**src/rtl/nts_verify_seq_pkg.sv**
```systemverilog
// Shared types and constants for the nts_verify_secure sequencer.
// State encoding, sequencing error codes and the fixed nonce/tag copy length.
package nts_verify_seq_pkg;

   localparam int unsigned LEN_W = 10;
   localparam int unsigned ERR_W = 3;

   typedef enum logic [3:0] {
      S_IDLE,
      S_CHECK,
      S_AD_ISSUE,
      S_AD_WAIT,
      S_NONCE_ISSUE,
      S_NONCE_WAIT,
      S_TAG_ISSUE,
      S_TAG_WAIT,
      S_VERIFY_ISSUE,
      S_VERIFY_WAIT,
      S_DONE
   } state_t;

   localparam logic [ERR_W-1:0] ERR_NONE       = 3'd0;
   localparam logic [ERR_W-1:0] ERR_MISALIGNED = 3'd1;
   localparam logic [ERR_W-1:0] ERR_NO_ACCEPT  = 3'd2;
   localparam logic [ERR_W-1:0] ERR_CONFLICT   = 3'd3;
   localparam logic [ERR_W-1:0] ERR_NO_VERDICT = 3'd4;
   localparam logic [ERR_W-1:0] ERR_TIMEOUT    = 3'd5;

   localparam logic [LEN_W-1:0] NONCE_TAG_BYTES = 10'd16;

   // WAIT state that follows a given ISSUE state.
   function automatic state_t wait_of(input state_t s);
      case (s)
         S_AD_ISSUE:    return S_AD_WAIT;
         S_NONCE_ISSUE: return S_NONCE_WAIT;
         S_TAG_ISSUE:   return S_TAG_WAIT;
         default:       return S_VERIFY_WAIT;
      endcase
   endfunction

   // ISSUE state that follows a completed copy WAIT state.
   function automatic state_t issue_after(input state_t s);
      case (s)
         S_AD_WAIT:    return S_NONCE_ISSUE;
         S_NONCE_WAIT: return S_TAG_ISSUE;
         default:      return S_VERIFY_ISSUE;
      endcase
   endfunction

endpackage

```
**src/rtl/nts_verify_seq_watchdog.sv**
```systemverilog
// Per-phase cycle watchdog for the verify sequencer.
// Only instantiated when NTS_VERIFY_SEQ_TIMEOUT_EN is defined.
module nts_verify_seq_watchdog
   import nts_verify_seq_pkg::*;
#(
   parameter int unsigned TIMEOUT_CYCLES = 4095
) (
   input  logic i_clk,
   input  logic i_areset,
   input  logic clear,
   input  logic enable,
   output logic expire
);

   localparam int unsigned CNT_W = $clog2(TIMEOUT_CYCLES + 1);

   logic [CNT_W-1:0] count;

   // Expire registers in the cycle the count reaches TIMEOUT_CYCLES.
   always_ff @(posedge i_clk or posedge i_areset) begin
      if (i_areset) begin
         count  <= '0;
         expire <= 1'b0;
      end else if (clear) begin
         count  <= '0;
         expire <= 1'b0;
      end else if (enable && !expire) begin
         count  <= count + CNT_W'(1);
         expire <= (count == CNT_W'(TIMEOUT_CYCLES - 1));
      end
   end

endmodule

```
**src/rtl/nts_verify_secure_sequencer.sv**
```systemverilog
// Drives nts_verify_secure through copy AD, copy nonce, copy tag and verify.
// Define NTS_VERIFY_SEQ_TIMEOUT_EN to enable the per-phase watchdog (error code 5).
module nts_verify_secure_sequencer
   import nts_verify_seq_pkg::*;
#(
   parameter int unsigned ADDR_WIDTH     = 8,
   parameter int unsigned TIMEOUT_CYCLES = 4095
) (
   input  logic                  i_clk,
   input  logic                  i_areset,
   input  logic                  i_start,
   input  logic [ADDR_WIDTH+2:0] i_ad_addr,
   input  logic [LEN_W-1:0]      i_ad_bytes,
   input  logic [ADDR_WIDTH+2:0] i_nonce_addr,
   input  logic [ADDR_WIDTH+2:0] i_tag_addr,
   output logic                  o_busy,
   output logic                  o_done,
   output logic                  o_ok,
   output logic                  o_error,
   output logic [ERR_W-1:0]      o_error_code,
   output logic                  o_op_copy_rx_ad,
   output logic                  o_op_copy_rx_nonce,
   output logic                  o_op_copy_rx_tag,
   output logic                  o_op_verify,
   output logic [ADDR_WIDTH+2:0] o_copy_rx_addr,
   output logic [LEN_W-1:0]      o_copy_rx_bytes,
   input  logic                  i_vs_busy,
   input  logic                  i_vs_verify_good,
   input  logic                  i_vs_verify_bad
);

   localparam int unsigned BA_W = ADDR_WIDTH + 3;

   state_t            state;
   logic [BA_W-1:0]   ad_addr_q;
   logic [BA_W-1:0]   nonce_addr_q;
   logic [BA_W-1:0]   tag_addr_q;
   logic [LEN_W-1:0]  ad_bytes_q;
   logic              guard;
   logic              seen_busy;
   logic              good_q;
   logic              bad_q;
   logic              wd_expire;

`ifdef NTS_VERIFY_SEQ_TIMEOUT_EN
   logic is_issue_c, is_wait_c, wd_enable_c, wd_clear_c;

   assign is_issue_c  = state inside {S_AD_ISSUE, S_NONCE_ISSUE, S_TAG_ISSUE, S_VERIFY_ISSUE};
   assign is_wait_c   = state inside {S_AD_WAIT, S_NONCE_WAIT, S_TAG_WAIT, S_VERIFY_WAIT};
   assign wd_enable_c = is_issue_c || is_wait_c;
   // Restart the count whenever a phase ends or the sequencer leaves the phases.
   assign wd_clear_c  = !wd_enable_c || (!i_vs_busy && (is_issue_c || (is_wait_c && !guard)));

   nts_verify_seq_watchdog #(
      .TIMEOUT_CYCLES (TIMEOUT_CYCLES)
   ) u_watchdog (
      .i_clk    (i_clk),
      .i_areset (i_areset),
      .clear    (wd_clear_c),
      .enable   (wd_enable_c),
      .expire   (wd_expire)
   );
`else
   logic unused_timeout;

   assign wd_expire      = 1'b0;
   assign unused_timeout = (TIMEOUT_CYCLES == 0);
`endif

   always_ff @(posedge i_clk or posedge i_areset) begin
      if (i_areset) begin
         state              <= S_IDLE;
         ad_addr_q          <= '0;
         nonce_addr_q       <= '0;
         tag_addr_q         <= '0;
         ad_bytes_q         <= '0;
         guard              <= 1'b0;
         seen_busy          <= 1'b0;
         good_q             <= 1'b0;
         bad_q              <= 1'b0;
         o_busy             <= 1'b0;
         o_done             <= 1'b0;
         o_ok               <= 1'b0;
         o_error            <= 1'b0;
         o_error_code       <= ERR_NONE;
         o_op_copy_rx_ad    <= 1'b0;
         o_op_copy_rx_nonce <= 1'b0;
         o_op_copy_rx_tag   <= 1'b0;
         o_op_verify        <= 1'b0;
         o_copy_rx_addr     <= '0;
         o_copy_rx_bytes    <= '0;
      end else begin
         o_done             <= 1'b0;
         o_op_copy_rx_ad    <= 1'b0;
         o_op_copy_rx_nonce <= 1'b0;
         o_op_copy_rx_tag   <= 1'b0;
         o_op_verify        <= 1'b0;
         case (state)
            S_IDLE: if (i_start) begin
               ad_addr_q    <= i_ad_addr;
               ad_bytes_q   <= i_ad_bytes;
               nonce_addr_q <= i_nonce_addr;
               tag_addr_q   <= i_tag_addr;
               o_busy       <= 1'b1;
               state        <= S_CHECK;
            end
            S_CHECK: begin
               if (nonce_addr_q[2:0] != 3'd0 || tag_addr_q[2:0] != 3'd0) begin
                  state <= S_DONE; o_done <= 1'b1; o_error <= 1'b1; o_error_code <= ERR_MISALIGNED;
               end else if (ad_bytes_q == '0) begin
                  state <= S_NONCE_ISSUE;
               end else begin
                  state <= S_AD_ISSUE;
               end
            end
            // Launch the phase's op once the verifier is idle.
            S_AD_ISSUE, S_NONCE_ISSUE, S_TAG_ISSUE, S_VERIFY_ISSUE: begin
               if (wd_expire) begin
                  state <= S_DONE; o_done <= 1'b1; o_error <= 1'b1; o_error_code <= ERR_TIMEOUT;
               end else if (!i_vs_busy) begin
                  state     <= wait_of(state);
                  guard     <= 1'b1;
                  seen_busy <= 1'b0;
                  good_q    <= 1'b0;
                  bad_q     <= 1'b0;
                  case (state)
                     S_AD_ISSUE: begin
                        o_op_copy_rx_ad <= 1'b1;
                        o_copy_rx_addr  <= ad_addr_q;
                        o_copy_rx_bytes <= ad_bytes_q;
                     end
                     S_NONCE_ISSUE: begin
                        o_op_copy_rx_nonce <= 1'b1;
                        o_copy_rx_addr     <= nonce_addr_q;
                        o_copy_rx_bytes    <= NONCE_TAG_BYTES;
                     end
                     S_TAG_ISSUE: begin
                        o_op_copy_rx_tag <= 1'b1;
                        o_copy_rx_addr   <= tag_addr_q;
                        o_copy_rx_bytes  <= NONCE_TAG_BYTES;
                     end
                     default: begin
                        o_op_verify     <= 1'b1;
                        o_copy_rx_addr  <= '0;
                        o_copy_rx_bytes <= '0;
                     end
                  endcase
               end
            end
            S_AD_WAIT, S_NONCE_WAIT, S_TAG_WAIT: begin
               if (wd_expire) begin
                  state <= S_DONE; o_done <= 1'b1; o_error <= 1'b1; o_error_code <= ERR_TIMEOUT;
               end else if (guard) begin
                  guard <= 1'b0;
               end else if (i_vs_busy) begin
                  seen_busy <= 1'b1;
               end else if (!seen_busy) begin
                  state <= S_DONE; o_done <= 1'b1; o_error <= 1'b1; o_error_code <= ERR_NO_ACCEPT;
               end else begin
                  state <= issue_after(state);
               end
            end
            // Verdict pulses may arrive in any cycle, including the one busy falls.
            S_VERIFY_WAIT: begin
               good_q <= good_q | i_vs_verify_good;
               bad_q  <= bad_q | i_vs_verify_bad;
               if (i_vs_verify_good && i_vs_verify_bad) begin
                  state <= S_DONE; o_done <= 1'b1; o_error <= 1'b1; o_error_code <= ERR_CONFLICT;
               end else if (wd_expire) begin
                  state <= S_DONE; o_done <= 1'b1; o_error <= 1'b1; o_error_code <= ERR_TIMEOUT;
               end else if (guard) begin
                  guard <= 1'b0;
               end else if (i_vs_busy) begin
                  seen_busy <= 1'b1;
               end else if (!seen_busy) begin
                  state <= S_DONE; o_done <= 1'b1; o_error <= 1'b1; o_error_code <= ERR_NO_ACCEPT;
               end else if (!(good_q || bad_q || i_vs_verify_good || i_vs_verify_bad)) begin
                  state <= S_DONE; o_done <= 1'b1; o_error <= 1'b1; o_error_code <= ERR_NO_VERDICT;
               end else begin
                  state  <= S_DONE;
                  o_done <= 1'b1;
                  o_ok   <= (good_q | i_vs_verify_good) & ~(bad_q | i_vs_verify_bad);
               end
            end
            S_DONE: begin
               state        <= S_IDLE;
               o_busy       <= 1'b0;
               o_ok         <= 1'b0;
               o_error      <= 1'b0;
               o_error_code <= ERR_NONE;
            end
            default: state <= S_IDLE;
         endcase
      end
   end

endmodule

```
**config.mk**
```make
export PLATFORM = sky130hd
export DESIGN_NAME = nts_verify_secure_sequencer
export DESIGN_NICKNAME = d
export VERILOG_FILES = /design/src/rtl/nts_verify_seq_pkg.sv /design/src/rtl/nts_verify_seq_watchdog.sv /design/src/rtl/nts_verify_secure_sequencer.sv
export SDC_FILE = /design/constraint.sdc
export NUM_CORES = 1
export LEC_CHECK = 0
export BUFFER_PORTS_ARGS = -buffer_cell sky130_fd_sc_hd__buf_4
export CAP_MARGIN = 10
export CORE_ASPECT_RATIO = 1.2
export CORE_MARGIN = 2
export CORE_UTILIZATION = 40
export DETAILED_ROUTE_END_ITERATION = 6
export GPL_TIMING_DRIVEN = 0
export PLACE_DENSITY = 0.7
export SYNTH_ARGS = -nofsm -noshare
export SYNTH_HDL_FRONTEND = slang
export SYNTH_SLANG_ARGS = --single-unit
```
**constraint.sdc**
```tcl
create_clock -name i_clk -period 3.4 [get_ports i_clk]
set_input_delay 0.68 -clock i_clk [delete_from_list [all_inputs] [get_ports i_clk]]
set_output_delay 0.68 -clock i_clk [all_outputs]
set_load 0.1 [all_outputs]
```
Word level (Yosys, flattened, before mapping)

Cells that the tools add are included.

Eq/ne operators: 24
Multiplexer cells: 73
Bitwise logic cells: 5
Reduce and logical (&&, ||, !) cells: 26

Operators by type and width:

| cell                                                                   | count |
|---|---|
| 1-bit two-way mux                                                      | 40 |
| 4-bit two-way mux                                                      | 9 |
| 11-bit one-hot mux with 3 select lines                                 | 1 |
| 3-bit two-way mux                                                      | 10 |
| 2-bit != test (second input constant)                                  | 11 |
| 10-bit one-hot mux with 2 select lines                                 | 1 |
| 4-bit one-hot mux with 5 select lines                                  | 1 |
| 4-bit by 3-bit equality test with 1-bit output (second input constant) | 4 |
| 4-bit equality test (second input constant)                            | 3 |
| 3-bit one-hot mux with 4 select lines                                  | 1 |
| 4-bit one-hot mux with 3 select lines                                  | 1 |
| 6-bit AND reduction                                                    | 2 |
| 10-bit zero test                                                       | 1 |
| 1-bit one-hot mux with 3 select lines                                  | 3 |
| 3-bit nonzero test                                                     | 3 |
| 4-bit by 2-bit equality test with 1-bit output (second input constant) | 2 |
| 1-bit one-hot mux with 2 select lines                                  | 4 |
| 4-bit one-hot mux with 2 select lines                                  | 1 |
| 2-bit AND reduction                                                    | 4 |
| 8-bit AND reduction                                                    | 1 |
| 3-bit != test (second input constant)                                  | 2 |
| 2-bit nonzero test                                                     | 3 |
| 3-bit OR reduction                                                     | 2 |
| 4-bit by 1-bit equality test with 1-bit output (second input constant) | 1 |
| other kinds (12)                                                       | 17 |

Logic and storage cells: 148
Output and inout bits: 32
Register bits: 83
Bits of input ports: 49

Depth between registers and ports, before layout

Word-level depth: 9
Mapped depth: 7
Gate-level depth less buffers: 5

Worst setup path before layout

Ideal clock, no wire load.

Path kind: input to register
Start point: input i_vs_busy
End point: register state[1]
Path buffers: 1
Data required time: 3.275 ns
Stages: 6
Setup time: 0.125 ns
Data arrival time: 1.803 ns
Slack: 1.472 ns
Cells stage by stage: clkbuf_1 > inv_1 > mux2_2 > o21ai_1 > a2bb2oi_2 > mux2_4

Longest elaborated chain between the ends: 2
Elaborated cells on any way between the ends: 4
Classes of those cells: 3 x eq/ne; 1 x reduce/logical

Ends and longest elaborated chain:

| item                                                            | RTL line                           | source |
|---|---|---|
| start: declaration                                              | nts_verify_secure_sequencer.sv:27  | `input logic i_vs_busy,` |
| 3-bit != test (no source line) or 2-bit != test (tied branches) | n/a                                |  |
| 6-bit AND reduction (no source line) *                          | n/a                                |  |
| end signal: assignment                                          | nts_verify_secure_sequencer.sv:121 | `state <= wait_of(state);` |
| end signal: assignment                                          | nts_verify_secure_sequencer.sv:160 | `state <= issue_after(state);` |
| end: declaration                                                | nts_verify_secure_sequencer.sv:34  | `state_t state;` |

Mark *: on every way between the ends. The rest lies on a longest branch, timed or not.
A chain may end at the register's enable or synchronous reset.

Worst setup path after layout

Start point: register state[1]
End point: register o_error_code[1]

Longest elaborated chain between the ends: 4
Elaborated cells on any way between the ends: 17
Classes of those cells: 13 x eq/ne; 1 x mux; 3 x reduce/logical

Ends and longest elaborated chain:

| item                                                                                                             | RTL line                           | source |
|---|---|---|
| 4-bit by 2-bit equality test with 1-bit output or 4-bit by 3-bit equality test with 1-bit output (tied branches) | nts_verify_secure_sequencer.sv:98  | `case (state)` |
| 3-bit OR reduction                                                                                               | nts_verify_secure_sequencer.sv:98  |  |
| 4-bit nonzero test (no source line) or 2-bit != test (tied branches)                                             | n/a                                |  |
| 8-bit AND reduction (no source line)                                                                             | n/a                                |  |
| end signal: assignment                                                                                           | nts_verify_secure_sequencer.sv:85  | `o_error_code <= ERR_NONE;` |
| end signal: assignment                                                                                           | nts_verify_secure_sequencer.sv:109 | `state <= S_DONE; o_done <= 1'b1; o_error <= 1'b1; o_error_code <= ERR_MISALIGNED;` |
| end signal: assignment                                                                                           | nts_verify_secure_sequencer.sv:119 | `state <= S_DONE; o_done <= 1'b1; o_error <= 1'b1; o_error_code <= ERR_TIMEOUT;` |
| end: declaration                                                                                                 | nts_verify_secure_sequencer.sv:20  | `output logic [ERR_W-1:0] o_error_code,` |

Several ways; a longest one is shown, not always the timed one.

==> summary.txt <==
Power
  – Internal power: 2.673 mW
  – Maximum VDD drop: 0.6467 mV
  – Switching Power: 2.501 mW
  – Switching share of power: 48.33%
  – Power share of the clock group: 12.7%
  – Sequential Power Share: 33.5%
  – Comb power frac: 53.8%
  – PwrDens: 1108 nW/µm²
  – P_leak: 2.140 nW

Clock tree
  – Post-CTS Resized: 0
  – Max Buffers Root-to-Sink: 2
  – CTS clk-pin slew, worst paths: 0.08 ns
  – H-tree Lvls: 3
  – Sink Count: 83
  – CTS tree: built
  – CTS buffer count: 9
  – Setup bufs post-CTS: 0
  – Root Buffer: clkbuf_8
  – Clk_lat worst skew: 0.35 ns
  – # hold bufs at CTS: 0

Global routing
  – Number of global-route vias before repair: 2,932
  – GRT overflow: 0
  – Pin count of the biggest net entering global routing: 51
  – Initial antenna violation count: 0
  – GRT Overall Usage: 18.32%
  – First-pass GRT wire length: 14,360 µm

Logic synthesis
  – Post-Synth Adder-Cell Area: 0%
  – Simple-gate share of the synthesized area: 12.31%
  – Main combinational cell family by area after synthesis: multiplexers
  – Sequential area share after synthesis: 56.01%
  – Ys Warns: 0
  – Syn_nets: 372
  – Netlist cell types: 43
  – Mux contribution to synthesized area: 15.38%
  – Compound-Gate Fraction of Synth Area: 12.58%
  – Gate Count Post-Synth: 323
  – Syn Area/Cell: 11.48 µm²
  – Yosys reg bits: 83
  – XOR/XNOR share of the synthesized area: 0.2362%
  – Mapped Area: 3709 µm²

Job
  – Max_cap viols: 0

Timing
  – Worst-Margin Slew: 0.5110 ns
  – Min cycle time layout: 1.948 ns
  – Slew Limit Headroom: 65.93%
  – Max Fclk: 513.3 MHz
  – Final setup margin: 1.452 ns
  – Final Cycle Share: 57.30%
  – TNS Setup: 0 ns
  – RSZ-0062 raised after global routing: no
  – Count of pins over their slew limit: 0
  – Final setup viols: 0
  – Final hold viol count: 0
  – Clock Skew: 0.006631 ns

Critical path
  – Max FO, Critical Path: 7
  – WP data arrival: 2.18 ns
  – R2R depth: 5
  – CP Launch Point: state[1]
  – CP startpoint kind: flip-flop
  – Worst r2r src: state[1]
  – Setup CP Type: reg2reg
  – Crit end category: flip-flop
  – Worst EP required: 3.64 ns
  – Reg2reg end: o_error_code[1]
  – Flop-to-flop setup slack: 1.45 ns

Floorplanning
  – Ports: 81
  – Core Region: 9034 µm²
  – Initial core utilization: 41.05%
  – Die ar.: 10,060 µm²
  – Die W: 91.90 µm
  – Die H: 109.5 µm
  – FP Rows: 38

Cells and area
  – Ant. Diodes: 0
  – Area grow syn2layout: 25.91%
  – Final #Nets: 464
  – Share of cells above drive strength 1: 39.52%
  – Final core occ: 51.69%

Drt
  – Final wirelength: 8853 µm
  – Vias per inst: 5.220
  – DR WL/cell: 16.39 µm
  – DR vias: 2,819
  – TritonRoute pass-1 iters: 5
  – Routed Antenna Nets: 0
  – Detailed Route Iter0 Violations: 260
  – DRC errors left: 0

Placement
  – Setup WS pre-CTS: 1.147 ns
  – DP Wirelength: 6396 µm
  – Final Wtd Congestion: 0.8428
  – PortBufs: 80

Hold path
  – Hold WC Path Type: in2async

Outcome
  – Status: completed
==> through the flow <==
step | hold slack (ns) | power, mW | instances | instance area (µm²)
after floorplan | 0.4782 | 3.890 | 323 | 3709
after global placement | 0.4662 | 4.491 | 523 | 4459
after detailed placement | 0.4729 | 4.551 | 524 | 4489
after CTS | 0.3440 | 5.207 | 540 | 4669
after global routing | 0.3707 | 5.469 | 540 | 4669
final | 0.3382 | 5.174 | 540 | 4669
==> cells in the mapped netlist <==
cell	instances	share of area, %
a21boi_0	1	0.20
a21oi_1	7	0.94
a21oi_2	1	0.24
a222oi_1	10	2.7
a22o_1	1	0.24
a22oi_1	3	0.61
a2bb2oi_1	2	0.47
a2bb2oi_2	1	0.40
a311o_1	1	0.27
a311oi_1	1	0.24
a31oi_1	1	0.17
and2_1	1	0.17
and3_1	1	0.17
buf_2	13	1.8
buf_4	1	0.20
clkbuf_1	7	0.71
dfrtp_1	83	56
inv_1	8	0.81
mux2_2	44	13
mux2_4	3	1.2
mux2i_1	3	0.81
nand2_1	45	4.6
nand2b_1	3	0.51
nand3_1	7	0.94
nand3_2	1	0.27
nor2_1	19	1.9
nor2b_1	5	0.84
nor3_1	5	0.67
nor3_4	1	0.44
nor4_1	5	0.84
nor4bb_4	1	0.67
o211ai_1	1	0.20
o21a_1	2	0.40
o21ai_0	22	3.0
o21ai_1	2	0.27
o21ai_2	1	0.24
o21ba_2	1	0.27
o221a_4	1	0.54
o221ai_1	2	0.47
o22ai_1	2	0.34
o31ai_1	2	0.40
or3b_4	1	0.30
xnor2_1	1	0.24
==> cell usage in the layout, fill, tap and decap left out, drive strengths merged, types with 2 or more instances in the layout <==
| cell | instances |
|---|---|
| nor3 | 6 |
| a22oi | 3 |
| a2bb2oi | 3 |
| nand2 | 45 |
| nor4 | 5 |
| dfrtp | 83 |
| nor2 | 19 |
| o221ai | 2 |
| buf | 95 |
| a222oi | 10 |
| nor2b | 5 |
| o21ai | 25 |
| mux2 | 47 |
| clkbuf | 20 |
| inv | 9 |
| mux2i | 3 |
| nand3 | 8 |
| nand2b | 3 |
| a21oi | 8 |
| o22ai | 2 |
| o31ai | 2 |
| o21a | 2 |
==> critical path, stage by stage (launching register included) <==
cell and delay, ns:
dfrtp_1 0.47, nor4bb_4 0.51, nand3_1 0.17, o22ai_1 0.28, nor3_4 0.10, mux2_4 0.30
==> state kept, by name, summed over array words and instances (netlist names), 3 cells and up <==
| name | cells |
|---|---|
| ad_addr_q | 11 |
| o_error_code | 3 |
| o_copy_rx_addr | 11 |
| o_copy_rx_bytes | 10 |
| ad_bytes_q | 10 |
| nonce_addr_q | 11 |
| state | 4 |
| tag_addr_q | 11 |
==> kinds of logic (layout without fill, tap and decap cells) <==
| logic type | count (synthesis) | count (layout) |
|---|---|---|
| and+or+nand+nor | 95 | 95 |
| DFF | 83 | 83 |
| AOI/OAI and AO/OA | 65 | 65 |
| muxes | 50 | 50 |
| buffers and inverters | 29 | 126 |
| xor gates and xnor gates | 1 | 1 |
==> worst max path at each step <==
stage                   endpoint  depth (start not counted)
2_1_floorplan       ad_addr_q[0]                          1
5_1_grt          o_error_code[1]                          5
6_report         o_error_code[1]                          5
3_3_place_gp         o_op_verify                          2
4_1_cts        o_copy_rx_addr[5]                          7
3_5_place_dp            state[1]                          7
==> power groups by stage <==
stage	registers, mW	clock network (mW)	logic, mW
3_3_place_gp	1.73	0	2.76
4_1_cts	1.73	0.671	2.81
2_1_floorplan	2.68	0	1.21
6_report	1.73	0.657	2.79
3_5_place_dp	1.75	0	2.81
5_1_grt	1.79	0.713	2.97
==> area by class of cell <==
type | count | area (µm²)
Buffer | 21 | 98.84
Fill cell | 834 | 4364
Clock inverter | 3 | 21.27
Sequential cell | 83 | 2077
Timing Repair Buffer | 81 | 628.1
Tap cell | 120 | 150.1
Inverter | 8 | 32.53
Clock buffer | 13 | 158.9
Multi-Input combinational cell | 211 | 1503
==> layer usage <==
metal,track usage (%),wire [µm]
met1,22.86,3747
met2,31.46,4424
met3,3.907,535
met4,6.930,145
met5,0,0
No activity file was read; power rests on OpenSTA's default activity.
